File: src/rtl/mem_arb.sv
// mem_arb: shares the single-port data memory between the CPU M-stage and a loader port,
// with CPU priority, a starvation guard for the loader and a loader burst lock.
module mem_arb #(
    parameter int DATA_WIDTH   = 32,
    parameter int MEM_SELECT   = 3,
    parameter int STARVE_LIMIT = 4
) (
    input  logic                  clk,
    input  logic                  rst,
    input  logic                  i_c_req,
    input  logic                  i_c_we,
    input  logic [MEM_SELECT-1:0] i_c_addr,
    input  logic [DATA_WIDTH-1:0] i_c_wdata,
    output logic                  o_c_gnt,
    output logic                  o_c_stall,
    output logic [DATA_WIDTH-1:0] o_c_rdata,
    input  logic                  i_l_req,
    input  logic                  i_l_we,
    input  logic                  i_l_lock,
    input  logic [MEM_SELECT-1:0] i_l_addr,
    input  logic [DATA_WIDTH-1:0] i_l_wdata,
    output logic                  o_l_gnt,
    output logic                  o_l_rvalid,
    output logic [DATA_WIDTH-1:0] o_l_rdata,
    output logic                  o_mem_we,
    output logic [MEM_SELECT-1:0] o_mem_sel,
    output logic [DATA_WIDTH-1:0] o_mem_wdata,
    input  logic [DATA_WIDTH-1:0] i_mem_rdata
);
    localparam logic [1:0] IDLE = 2'd0;
    localparam logic [1:0] CPU  = 2'd1;
    localparam logic [1:0] LDR  = 2'd2;
    localparam logic [1:0] LOCK = 2'd3;
    localparam int CW = $clog2(STARVE_LIMIT + 1);

    logic [1:0]    state;
    logic [1:0]    state_nxt;
    logic [CW-1:0] starve_cnt;
    logic          starved;
    logic          l_pick;

    assign starved = starve_cnt == CW'(STARVE_LIMIT);
    // Loader wins while locked, when starved, or whenever the CPU is idle.
    assign l_pick    = state == LOCK || (starved && i_l_req) || (!i_c_req && i_l_req);
    assign o_l_gnt   = !rst && l_pick;
    assign o_c_gnt   = !rst && !l_pick && i_c_req;
    assign o_c_stall = !rst && i_c_req && !o_c_gnt;

    assign o_mem_we    = (o_l_gnt && i_l_req && i_l_we) || (o_c_gnt && i_c_we);
    assign o_mem_sel   = o_l_gnt ? i_l_addr  : o_c_gnt ? i_c_addr  : '0;
    assign o_mem_wdata = o_l_gnt ? i_l_wdata : o_c_gnt ? i_c_wdata : '0;
    assign o_c_rdata   = o_c_gnt ? i_mem_rdata : '0;

    always_comb begin
        state_nxt = IDLE;
        if (o_l_gnt)
            state_nxt = (i_l_lock && i_l_req) ? LOCK : LDR;
        else if (o_c_gnt)
            state_nxt = CPU;
    end

    always_ff @(posedge clk) begin
        if (rst) begin
            state      <= IDLE;
            starve_cnt <= '0;
            o_l_rvalid <= 1'b0;
            o_l_rdata  <= '0;
        end else begin
            state      <= state_nxt;
            starve_cnt <= (!i_l_req || o_l_gnt) ? '0 : starved ? starve_cnt : starve_cnt + 1'b1;
            o_l_rvalid <= o_l_gnt && i_l_req && !i_l_we;
            if (o_l_gnt && i_l_req && !i_l_we)
                o_l_rdata <= i_mem_rdata;
        end
    end
endmodule

File: config.mk
export PLATFORM = sky130hd
export DESIGN_NAME = mem_arb
export DESIGN_NICKNAME = d
export VERILOG_FILES = /design/src/rtl/mem_arb.sv
export SDC_FILE = /design/constraint.sdc
export NUM_CORES = 1
export LEC_CHECK = 0
export CORE_MARGIN = 10
export CORE_UTILIZATION = 34
export DETAILED_ROUTE_END_ITERATION = 7
export PLACE_DENSITY_LB_ADDON = 0.12
export SLEW_MARGIN = 10
export SYNTH_ARGS = -nofsm -noshare
export SYNTH_HDL_FRONTEND = slang
export SYNTH_SLANG_ARGS = --single-unit
File: constraint.sdc
create_clock -name clk -period 2.4 [get_ports clk]
set_input_delay 0.48 -clock clk [delete_from_list [all_inputs] [get_ports clk]]
set_output_delay 0.48 -clock clk [all_outputs]
set_load 0.02 [all_outputs]
# Word-level counts from Yosys, hierarchy flattened
# Index checks and enable logic that the tools add are counted.
# word_totals
regBits,38
in_bits,109
output_inout_bits,104
word_cells,38
# op_classes
addsub,1
eq_ne,2
mux,8
n_reduce_logical,23
# op_table
cell,count
$mux 32,3
$logic_and 1x1->1,12
$logic_not 1->1,6
$mux 3,2
$logic_or 1x1->1,4
$add 3x1->3 const B,1
$eq 3x3->1 const B,1
$eq 2x2->1 const B,1
$mux 1,2
$mux 2,1
$reduce_or 2->1,1

# Depth between registers and ports, before layout
# depth
depth_word,9
depth_mapped,6
depth_no_buf,5

# Worst setup path after synthesis
# Ideal clock, no wire load.
# synth_timing
path_type,reg2out
from,reg starve_cnt[0]
to,out o_c_rdata[18]
arrival_ns,1.719
required_time_ns,1.920
path_slack_ns,0.201
stages_incl_launch_ff,7
n_path_buf,1
path_cell_list,dfxtp_1 > inv_1 > ha_1 > and2_1 > a2111oi_4 > buf_4 > and2_1
# synth_between
elab_chain_len,8
# synth_lines
item,line,text
from (decl),38,logic [CW-1:0] starve_cnt;
from (signal assigned),70,starve_cnt <= (!i_l_req || o_l_gnt) ? '0 : starved ? starve_cnt : starve_cnt + 1'b1;
$eq 3x3->1,42,assign starved = starve_cnt == CW'(STARVE_LIMIT);
$logic_and 1x1->1,44,assign l_pick = state == LOCK || (starved && i_l_req) || (!i_c_req && i_l_req);
$logic_or 1x1->1 (2 in series),44,
$logic_not 1->1,46,assign o_c_gnt = !rst && !l_pick && i_c_req;
$logic_and 1x1->1 (2 in series),46,
named net o_c_gnt,14,"output logic o_c_gnt,"
$mux 32,52,assign o_c_rdata = o_c_gnt ? i_mem_rdata : '0;
to (decl),16,"output logic [DATA_WIDTH-1:0] o_c_rdata,"
# The timed path passes the listed nets, and every way through them passes these cells.

# Worst setup path in the final report
# layout_timing
from,reg starve_cnt[0]
to,out o_c_rdata[27]
# layout_between
elab_chain_len,8
# layout_lines
item,line
$eq 3x3->1,42
$logic_and 1x1->1,44
$logic_or 1x1->1 (2 in series),44
$logic_not 1->1,46
$logic_and 1x1->1 (2 in series),46
$mux 32,52
# No other way between the ends.

==> results.yml <==
logic_synthesis:
  yosys-top-cells-area: "dfxtp_1 28%, nand2b_1 23%, mux2i_1 12%, o32ai_1 11%, and2_1 7.7%"
  synth.distinct_cells: 31
  synth_nets: 443
  synthCells: 332
  yosysTopAreaCellShare_pct: 27.7
  ys.flop_type: "dfxtp_1"
  yosys_warnings: 0
  synthArstFlopShare_pct: 0
  synth-seq-area-share_pct: 27.7
  synth.avg_cell_area_um2: 8.27
  yosysTopAreaCell: "dfxtp_1"
  yosysMostFrequentCell: "nand2b_1"
  synth_edf_count: 0
  ys_seq_elements: 38
  synthesis.area_mm2: 0.00275
  synthTopCellsByCount: "100 x nand2b_1, 38 x dfxtp_1, 38 x inv_1"
cts:
  clkTransAtPathRegs_ns: 0.07
  cts_buffers: 5
  postCtsHoldBufs: 0
  clock-sinks: 38
  cts_tree: "done"
  clk_latency_ns: 0.29
  cts-root-buf: "clkbuf_8"
  htree_levels: 2
  clock_path_buffers: 2
timing:
  worst_pin_slew_ns: 0.296
  maxSlewViolCount: 0
  fmax_mhz: 408
  layout_min_cycle_time_ns: 2.45
  rsz0062_at_grt: "true"
  slew_headroom_pct: 80.0
  layout_setup_ws_ns: -0.0519
  finalClockSkew_ns: 0.00380
  setup_violations: 23
  finalCritPeriodShare_pct: 102
  fin_setup_tns_ns: -0.639
  hold_violations: 0
  fin_hold_ws_ns: 0.474
floorplan:
  die-area_mm2: 0.0121
  initial_core_util_pct: 35.2
  io-pin-count: 213
  core_area_mm2: 0.00781
  placementRows: 32
  die_x_um: 110
  fp.dieH_um: 110
critical_path:
  arrival_ns: 1.97
  reg2reg_depth: 8
  cp_data_required_time_ns: 1.92
  start_kind: "register"
  worstSetupPathType: "reg2out"
  endpoint_kind: "output port"
  rrSetupSlack_ns: 0.66
  cp_max_fo: 7
route:
  drtIter0Drc: 93
  routedWlPerCell_um: 16.8
  vias: 3132
  drc: 0
  firstDrtPassIters: 4
  viasPerCell: 4.70
  drtAntennaViolNets: 0
  detail_route.wirelength_mm: 11.2
placed_design:
  io_buffer_count: 212
  hpwl_mm: 8.80
  place_area_mm2: 0.00510
  dp_slack_ns: -0.549
  routabilityCongestion: 0.766
flow_run:
  maxCapViolations: 0
global_route:
  grt_use_total_pct: 16.7
  grt_start_max_net_pins: 44
  grt_pass1_vias: 3181
  antenna_found_initial: 1
  grt_pass1_wl_mm: 16.0
  grt_remaining_overflow: 0
final_layout:
  stdcell_area_mm2: 0.00536
  final_nets: 673
  syn2layout_area_growth_pct: 95.2
  postLayoutCoreUtil_pct: 68.6
  layout-drive-gt1-share_pct: 27.0
power:
  ir_drop_mv: 0.313
  p_per_area_mw_per_mm2: 394
  p_leak_nw: 2.28
hold_path:
  worstHoldPathType: "reg2reg"
  holdPathStages: 2
status:
  status: "complete, but fails checks"
  violations: "setup timing"
worst paths after layout:
check	to	start
max	o_c_rdata[27]	starve_cnt[0]
min reg2reg	o_l_rdata[29]	o_l_rdata[29]
min	o_l_rdata[29]	o_l_rdata[29]
max reg2reg	starve_cnt[2]	starve_cnt[0]
critical path, stage by stage (launching register included):
cell and delay (ns):
dfxtp_2 0.34, inv_2 0.05, ha_4 0.15, and2_4 0.16
a2111oi_4 0.29, buf_4 0.21, buf_6 0.12, buf_6 0.12
and2_4 0.14, buf_6 0.11
cell type report:
cell class	instances	area (um2)
Antenna cell	1	2.50
Clock buffer	6	82.6
Clock inverter	2	60.1
Fill cell	698	2450
Inverter	39	146
Multi-Input combinational cell	227	1800
Sequential cell	38	763
Tap cell	102	128
Timing Repair Buffer	251	2380
power breakdown:
part,internal [mW],switching (mW)
Clock,0.443,0.232
Combinational,0.433,0.338
Sequential,0.654,0.0125
Total,1.53,0.582
per-stage QoR:
step | cells | total power, mW
6_report | 666 | 2.11
5_1_grt | 666 | 2.22
4_1_cts | 656 | 2.10
3_5_place_dp | 643 | 1.42
3_3_place_gp | 643 | 1.41
2_1_floorplan | 332 | 0.999
cells in the final DEF (no fill, tap or decap), types with 2 or more instances in the layout:
master,Yosys,layout
o32ai_2,0,3
mux2i_1,33,33
clkbuf_16,0,2
inv_1,38,36
dfxtp_2,0,2
and2_1,34,16
and2_4,0,18
nand3b_1,2,2
nand2b_1,100,100
buf_2,6,10
dlygate4sd2_1,0,3
buf_6,3,27
buf_12,0,5
o32ai_1,35,32
clkbuf_8,0,6
buf_4,1,50
dfxtp_1,38,36
bufinv_16,0,2
clkbuf_2,0,15
inv_2,1,3
nor2_1,3,3
clkdlybuf4s50_1,0,138
cell families after synthesis:
family,count (synthesis),synth area share (%)
AOI/OAI and AO/OA,43,14.9
and+or+nand+nor,148,33.7
DFF,38,27.7
muxes,33,12.0
adders and majority gates,2,0.911
buffers and inverters,67,10.4
xor gates and xnor gates,1,0.319
state kept, by name, indices dropped and copies added, names as in the netlist:
register    flops
o_l_rdata      32
o_l_rvalid      1
starve_cnt      3
state           2
layer usage:
layer,track usage (%),wire length (um),up-vias
met5,0,0,-
met4,3.90,114,0
met3,10.4,1490,7
met2,29.7,5740,140
met1,15.8,3870,1423
li1,-,-,1562
repair_timing:
action	4_1_cts	5_1_grt
endpoints found under the setup margin	71	69
cloned	2	3
pin swaps	11	4
setup buffers	3	6
resized for setup	261	149
(Power assumes the default switching activity.)
==> RTL edit 1: new RTL, same flow settings <==
Change the parameter `MEM_SELECT` from 3 to 2.
--- a/src/rtl/mem_arb.sv
+++ b/src/rtl/mem_arb.sv
@@ -4,3 +4,3 @@
     parameter int DATA_WIDTH   = 32,
-    parameter int MEM_SELECT   = 3,
+    parameter int MEM_SELECT   = 2,
     parameter int STARVE_LIMIT = 4
Interface: changed (resized i_c_addr, i_l_addr and o_mem_sel); port bits go from 213 to 210. No check against the original RTL was run, so the function may have changed too.
==> RTL edit 1 against the unedited design <==
The flow still finishes with violations (negative setup slack). Final area increased by 2.9%. Routed wire length shrank 1.6%. Sequential cell count is the same. Power grew 1.5%. Setup slack lost 0.048 ns. Sequential power is essentially flat. Synthesized area fell by 0.96%. Clock power down 0.7%. Critical endpoint is now o_c_rdata[10].
==> RTL edit 1: results (changes against the unedited design) <==
set qor(synth_compound_area_frac) 0.147 ;# -0.00178
set qor(grt_max_degree) 63 ;# +43%
set qor(diodes) 0 ;# -1
set qor(globalRouteMet1Util) 0.169 ;# +0.0101
set qor(violations_in_the_final_reports) {negative setup slack}
set qor(fill_cells) 642 ;# -8.0%
set qor(worst_ir_drop_vdd_mv) 0.284 ;# -9.1%
set qor(post_synth_most_frequent_cells) {99 x sky130_fd_sc_hd__nand2b_1, 38 x sky130_fd_sc_hd__dfxtp_1, 36 x sky130_fd_sc_hd__inv_1}
set qor(dpl_worst_slack_ns) -0.502 ;# +0.0464 ns
set qor(synthMuxAreaShare) 0.121 ;# +0.00116
set qor(power.share.sequential) 0.311 ;# -0.005
set qor(global_route.usage.total) 0.167 ;# about the same
set qor(detail_route.wirelength.met1_mm) 4.17 ;# +7.8%
set qor(finish.cell_count_without_fillers) 663 ;# -0.45%
set qor(dpl.hpwl_mm) 8.23 ;# -6.4%
set qor(power_frac_comb) 0.377 ;# +0.012
set qor(grt_antenna_before_repair) 0 ;# -1
set qor(total_leakage_power_nw) 2.34 ;# +2.8%
set qor(dp.cells) 632 ;# -1.7%
set qor(wl_per_cell_microns) 16.6 ;# -1.2%
set qor(run_status) {finished, violations left}
set qor(synthXorXnorAreaFrac) 0.00322 ;# +0.0000308
set qor(synth.avg_cell_area_sq_um) 8.26 ;# about the same
set qor(place.port_buffers) 209 ;# -1.4%
set qor(timing.setup.tns_ns) -1.19 ;# -0.549 ns
set qor(detailedRoute.firstIterationViolations) 79 ;# -15%
set qor(number_of_global_route_vias_before_repair) 3119 ;# -1.9%
set qor(r2r_cells) 10 ;# +2
set qor(met2_length_mm) 5.36 ;# -6.8%
set qor(gp_congestion) 0.740 ;# -3.4%
set qor(global_route.usage.met3) 0.0960 ;# -0.00761
set qor(holdCritStartpoint) {o_l_rdata[27]}
set qor(internal_power_mw) 1.56 ;# +2.1%
set qor(yosysSeqAreaShare) 0.280 ;# +0.00268
set qor(setup_ws_post_layout_ns) -0.100 ;# -0.0484 ns
set qor(timing.hold.ws_ns) 0.472 ;# -0.00202 ns
set qor(synthAdderAreaFrac) 0.00920 ;# +0.0000881
set qor(grt_pass1_wl_mm) 15.9 ;# -0.43%
set qor(final_setup_violation_count) 34 ;# +48%
set qor(postSynthNetCount) 438 ;# -1.1%
set qor(vias_per_cell) 4.65 ;# -1.2%
set qor(critical_path_arrival_ns) 2.02 ;# +0.05 ns
[RTL edit 1: how the worst max path moves through the flow]
stage,start,endpoint,slack (ns)
floorplan,starve_cnt[0],o_c_rdata[18],0.20
global placement,i_c_req,o_c_rdata[14],-0.46
detailed placement,i_c_req,o_c_rdata[26],-0.50
CTS,starve_cnt[0],o_c_rdata[10],-0.11
global route,starve_cnt[0],o_c_rdata[16],-0.21
finish,starve_cnt[0],o_c_rdata[10],-0.10
[RTL edit 1: area by class of cell]
class | count | area, sq um | area share
timing repair buffer | 252 | 2520 | 0.457
multi-input combinational | 225 | 1820 | 0.330
sequential | 38 | 763 | 0.138
inverter | 38 | 143 | 0.0259
tap | 102 | 128 | 0.0231
clock buffer | 6 | 82.6 | 0.0150
clock inverter | 2 | 60.1 | 0.0109
[RTL edit 1: what timing repair did]
item	CTS	global route
setup buffers	12	6
gates cloned	3	3
gates resized for setup	396	59
endpoints found under the setup margin	69	67
pin swaps	8	6
==> RTL edit 2: new RTL, same flow settings <==
Without the edit above. Reset style: asynchronous (`rst`), changed in one clocked block.
--- a/src/rtl/mem_arb.sv
+++ b/src/rtl/mem_arb.sv
@@ -61,3 +61,3 @@
 
-    always_ff @(posedge clk) begin
+    always_ff @(posedge clk or posedge rst) begin
         if (rst) begin
Function: differs if rst is asserted again (counterexample within 4 cycles, from zero or initial values and one cycle with rst high); with rst held inactive, the same outputs for 10 cycles.
==> RTL edit 2 against the unedited design <==
The run still ends with negative setup slack left. Power rose by 21%. Setup slack improved by 0.017 ns. Worst hold slack improved by 0.033 ns. Routed wire length rose by 5.9%. Clock power fell by 30%. Synthesized area fell by 6.7%. Final area fell by 4.0%. Sequential cell count did not move. First-iteration DRC count rose by 60%. Sequential share of layout area rose by 4.3 points. Critical endpoint is now o_c_rdata[30]. Largest power group unchanged.
==> RTL edit 2: results (changes against the unedited design) <==
set qor(worst_ir_drop_vdd_mv) 0.480 ;# +53%
set qor(async_flop_share) 1.00 ;# +1.00
set qor(worstMarginPinSlew_ns) 0.378 ;# +0.0823 ns
set qor(grt_max_degree) 46 ;# +4.5%
set qor(pwr-share-clk) 0.184 ;# -0.136
set qor(dr_total_vias) 3045 ;# -2.8%
set qor(setup_ws_post_layout_ns) -0.0351 ;# +0.0168 ns
set qor(gp_congestion) 0.821 ;# +7.2%
set qor(clockRootBuffer) {sky130_fd_sc_hd__clkbuf_8}
set qor(power_frac_comb) 0.486 ;# +0.121
set qor(postSynthNetCount) 386 ;# -13%
set qor(worst_skew_pair.late_latency_ns) 0.29 ;# about the same
set qor(clock_skew_ns) 0.0118 ;# +0.00797 ns
set qor(power_switching_share) 0.342 ;# +0.0664
set qor(cp_top_family) {simple AND/OR/NAND/NOR gates}
set qor(first_pass_iters) 5 ;# +1
set qor(crit_path_max_fo) 15 ;# +8
set qor(dpl_worst_slack_ns) -0.549 ;# -0.000780 ns
set qor(violations_in_the_final_reports) {negative setup slack}
set qor(total_leakage_power_nw) 2.29 ;# +0.52%
set qor(global_route.usage.total) 0.195 ;# +0.0289
set qor(final_nets) 608 ;# -9.7%
set qor(grt_pass1_wl_mm) 18.1 ;# +13%
set qor(synthDistinctLibCells) 29 ;# -6.5%
set qor(dpl.hpwl_mm) 8.94 ;# +1.6%
set qor(synth_ff_type) {sky130_fd_sc_hd__dfrtp_1}
set qor(timing.setup.tns_ns) -0.405 ;# +0.234 ns
set qor(post_synth_most_frequent_cells) {39 x sky130_fd_sc_hd__nand3_1, 38 x sky130_fd_sc_hd__dfrtp_1, 37 x sky130_fd_sc_hd__a21oi_1}
set qor(run_status) {finished, violations left}
set qor(diodes) 0 ;# -1
set qor(yosysSeqAreaShare) 0.371 ;# +0.0940
set qor(number_of_global_route_vias_before_repair) 3177 ;# -0.13%
set qor(layout-drive-gt1-share) 0.369 ;# +0.0995
set qor(detailedRoute.firstIterationViolations) 149 ;# +60%
set qor(grt_antenna_before_repair) 0 ;# -1
set qor(critPathSlowestCell) {sky130_fd_sc_hd__dfrtp_1}
set qor(final_setup_violation_count) 17 ;# -26%
RTL edit 2: changes by cell type in the layout (fill, tap and decap cells not counted), sizes merged, moves of 33 or more:
cell	unedited run	this run
a21oi	2	37
dfrtp	0	38
dfxtp	38	0
inv	39	4
mux2i	33	0
nand2b	100	0
nand3	2	39
o31ai	0	35
o32ai	35	0
RTL edit 2: repair_timing:
item | 4_1_cts | 5_1_grt
resized for setup | 347 | 50
pin swaps | 11 | 6
setup endpoints to repair | 71 | 70
cloned | 3 | 0
setup buffers | 2 | 2
RTL edit 2: per-layer routing:
layer  up-vias  part of all wire  GRT usage  wire length (microns)
met4         0             0.010     0.0387                    119
met1      1432              0.40      0.222                   4790
met5         -                 0          0                      0
met2       159              0.49      0.338                   5830
met3         8             0.096     0.0802                   1130
li1       1446                 -          -                      -
RTL edit 2: final timing paths:
path                                from       endpoint  cells after the start  slack (ns)
setup / recovery           starve_cnt[0]  o_c_rdata[30]                      8       -0.04
hold / removal             o_l_rdata[29]  o_l_rdata[29]                      1        0.51
setup reg to reg           starve_cnt[0]   o_l_rdata[7]                      8        0.48
hold reg to reg            o_l_rdata[29]  o_l_rdata[29]                      1        0.51
max in group asynchronous            rst   o_l_rdata[1]                      4        1.07
min in group asynchronous            rst  o_l_rdata[14]                      3        0.84
RTL edit 2: worst register-to-register path, cell delays in order, from the launching register on:
cell                      delay [ns]
sky130_fd_sc_hd__dfrtp_1        0.37
sky130_fd_sc_hd__inv_2          0.06
sky130_fd_sc_hd__ha_4           0.16
sky130_fd_sc_hd__buf_4          0.15
sky130_fd_sc_hd__and2_1         0.17
sky130_fd_sc_hd__buf_4          0.15
sky130_fd_sc_hd__o21ai_4        0.19
sky130_fd_sc_hd__buf_4          0.20
sky130_fd_sc_hd__mux2_2         0.34
RTL edit 2: cells by family after synthesis:
family / synth area share
simple gates: 0.195
buf+inv: 0.0610
flops: 0.371
fa+ha+maj: 0.00976
compound gates: 0.209
mux: 0.154
RTL edit 2: layout make-up:
| type | count | share of cell area |
|---|---|---|
| clock buffer | 6 | 0.0161 |
| clock inverter | 2 | 0.00243 |
| inverter | 4 | 0.00341 |
| multi-input combinational | 203 | 0.309 |
| sequential | 38 | 0.185 |
| tap | 99 | 0.0241 |
| timing repair buffer | 245 | 0.460 |
RTL edit 2: metrics by stage:
step,hold WS (ns),area [sq um],utilization,cells
floorplan,0.540,2560,-,275
global placement,0.486,4940,0.678,583
detailed placement,0.494,4940,0.678,583
CTS,0.511,5200,0.713,596
global route,0.531,5140,0.705,597
finish,0.507,5140,0.705,597
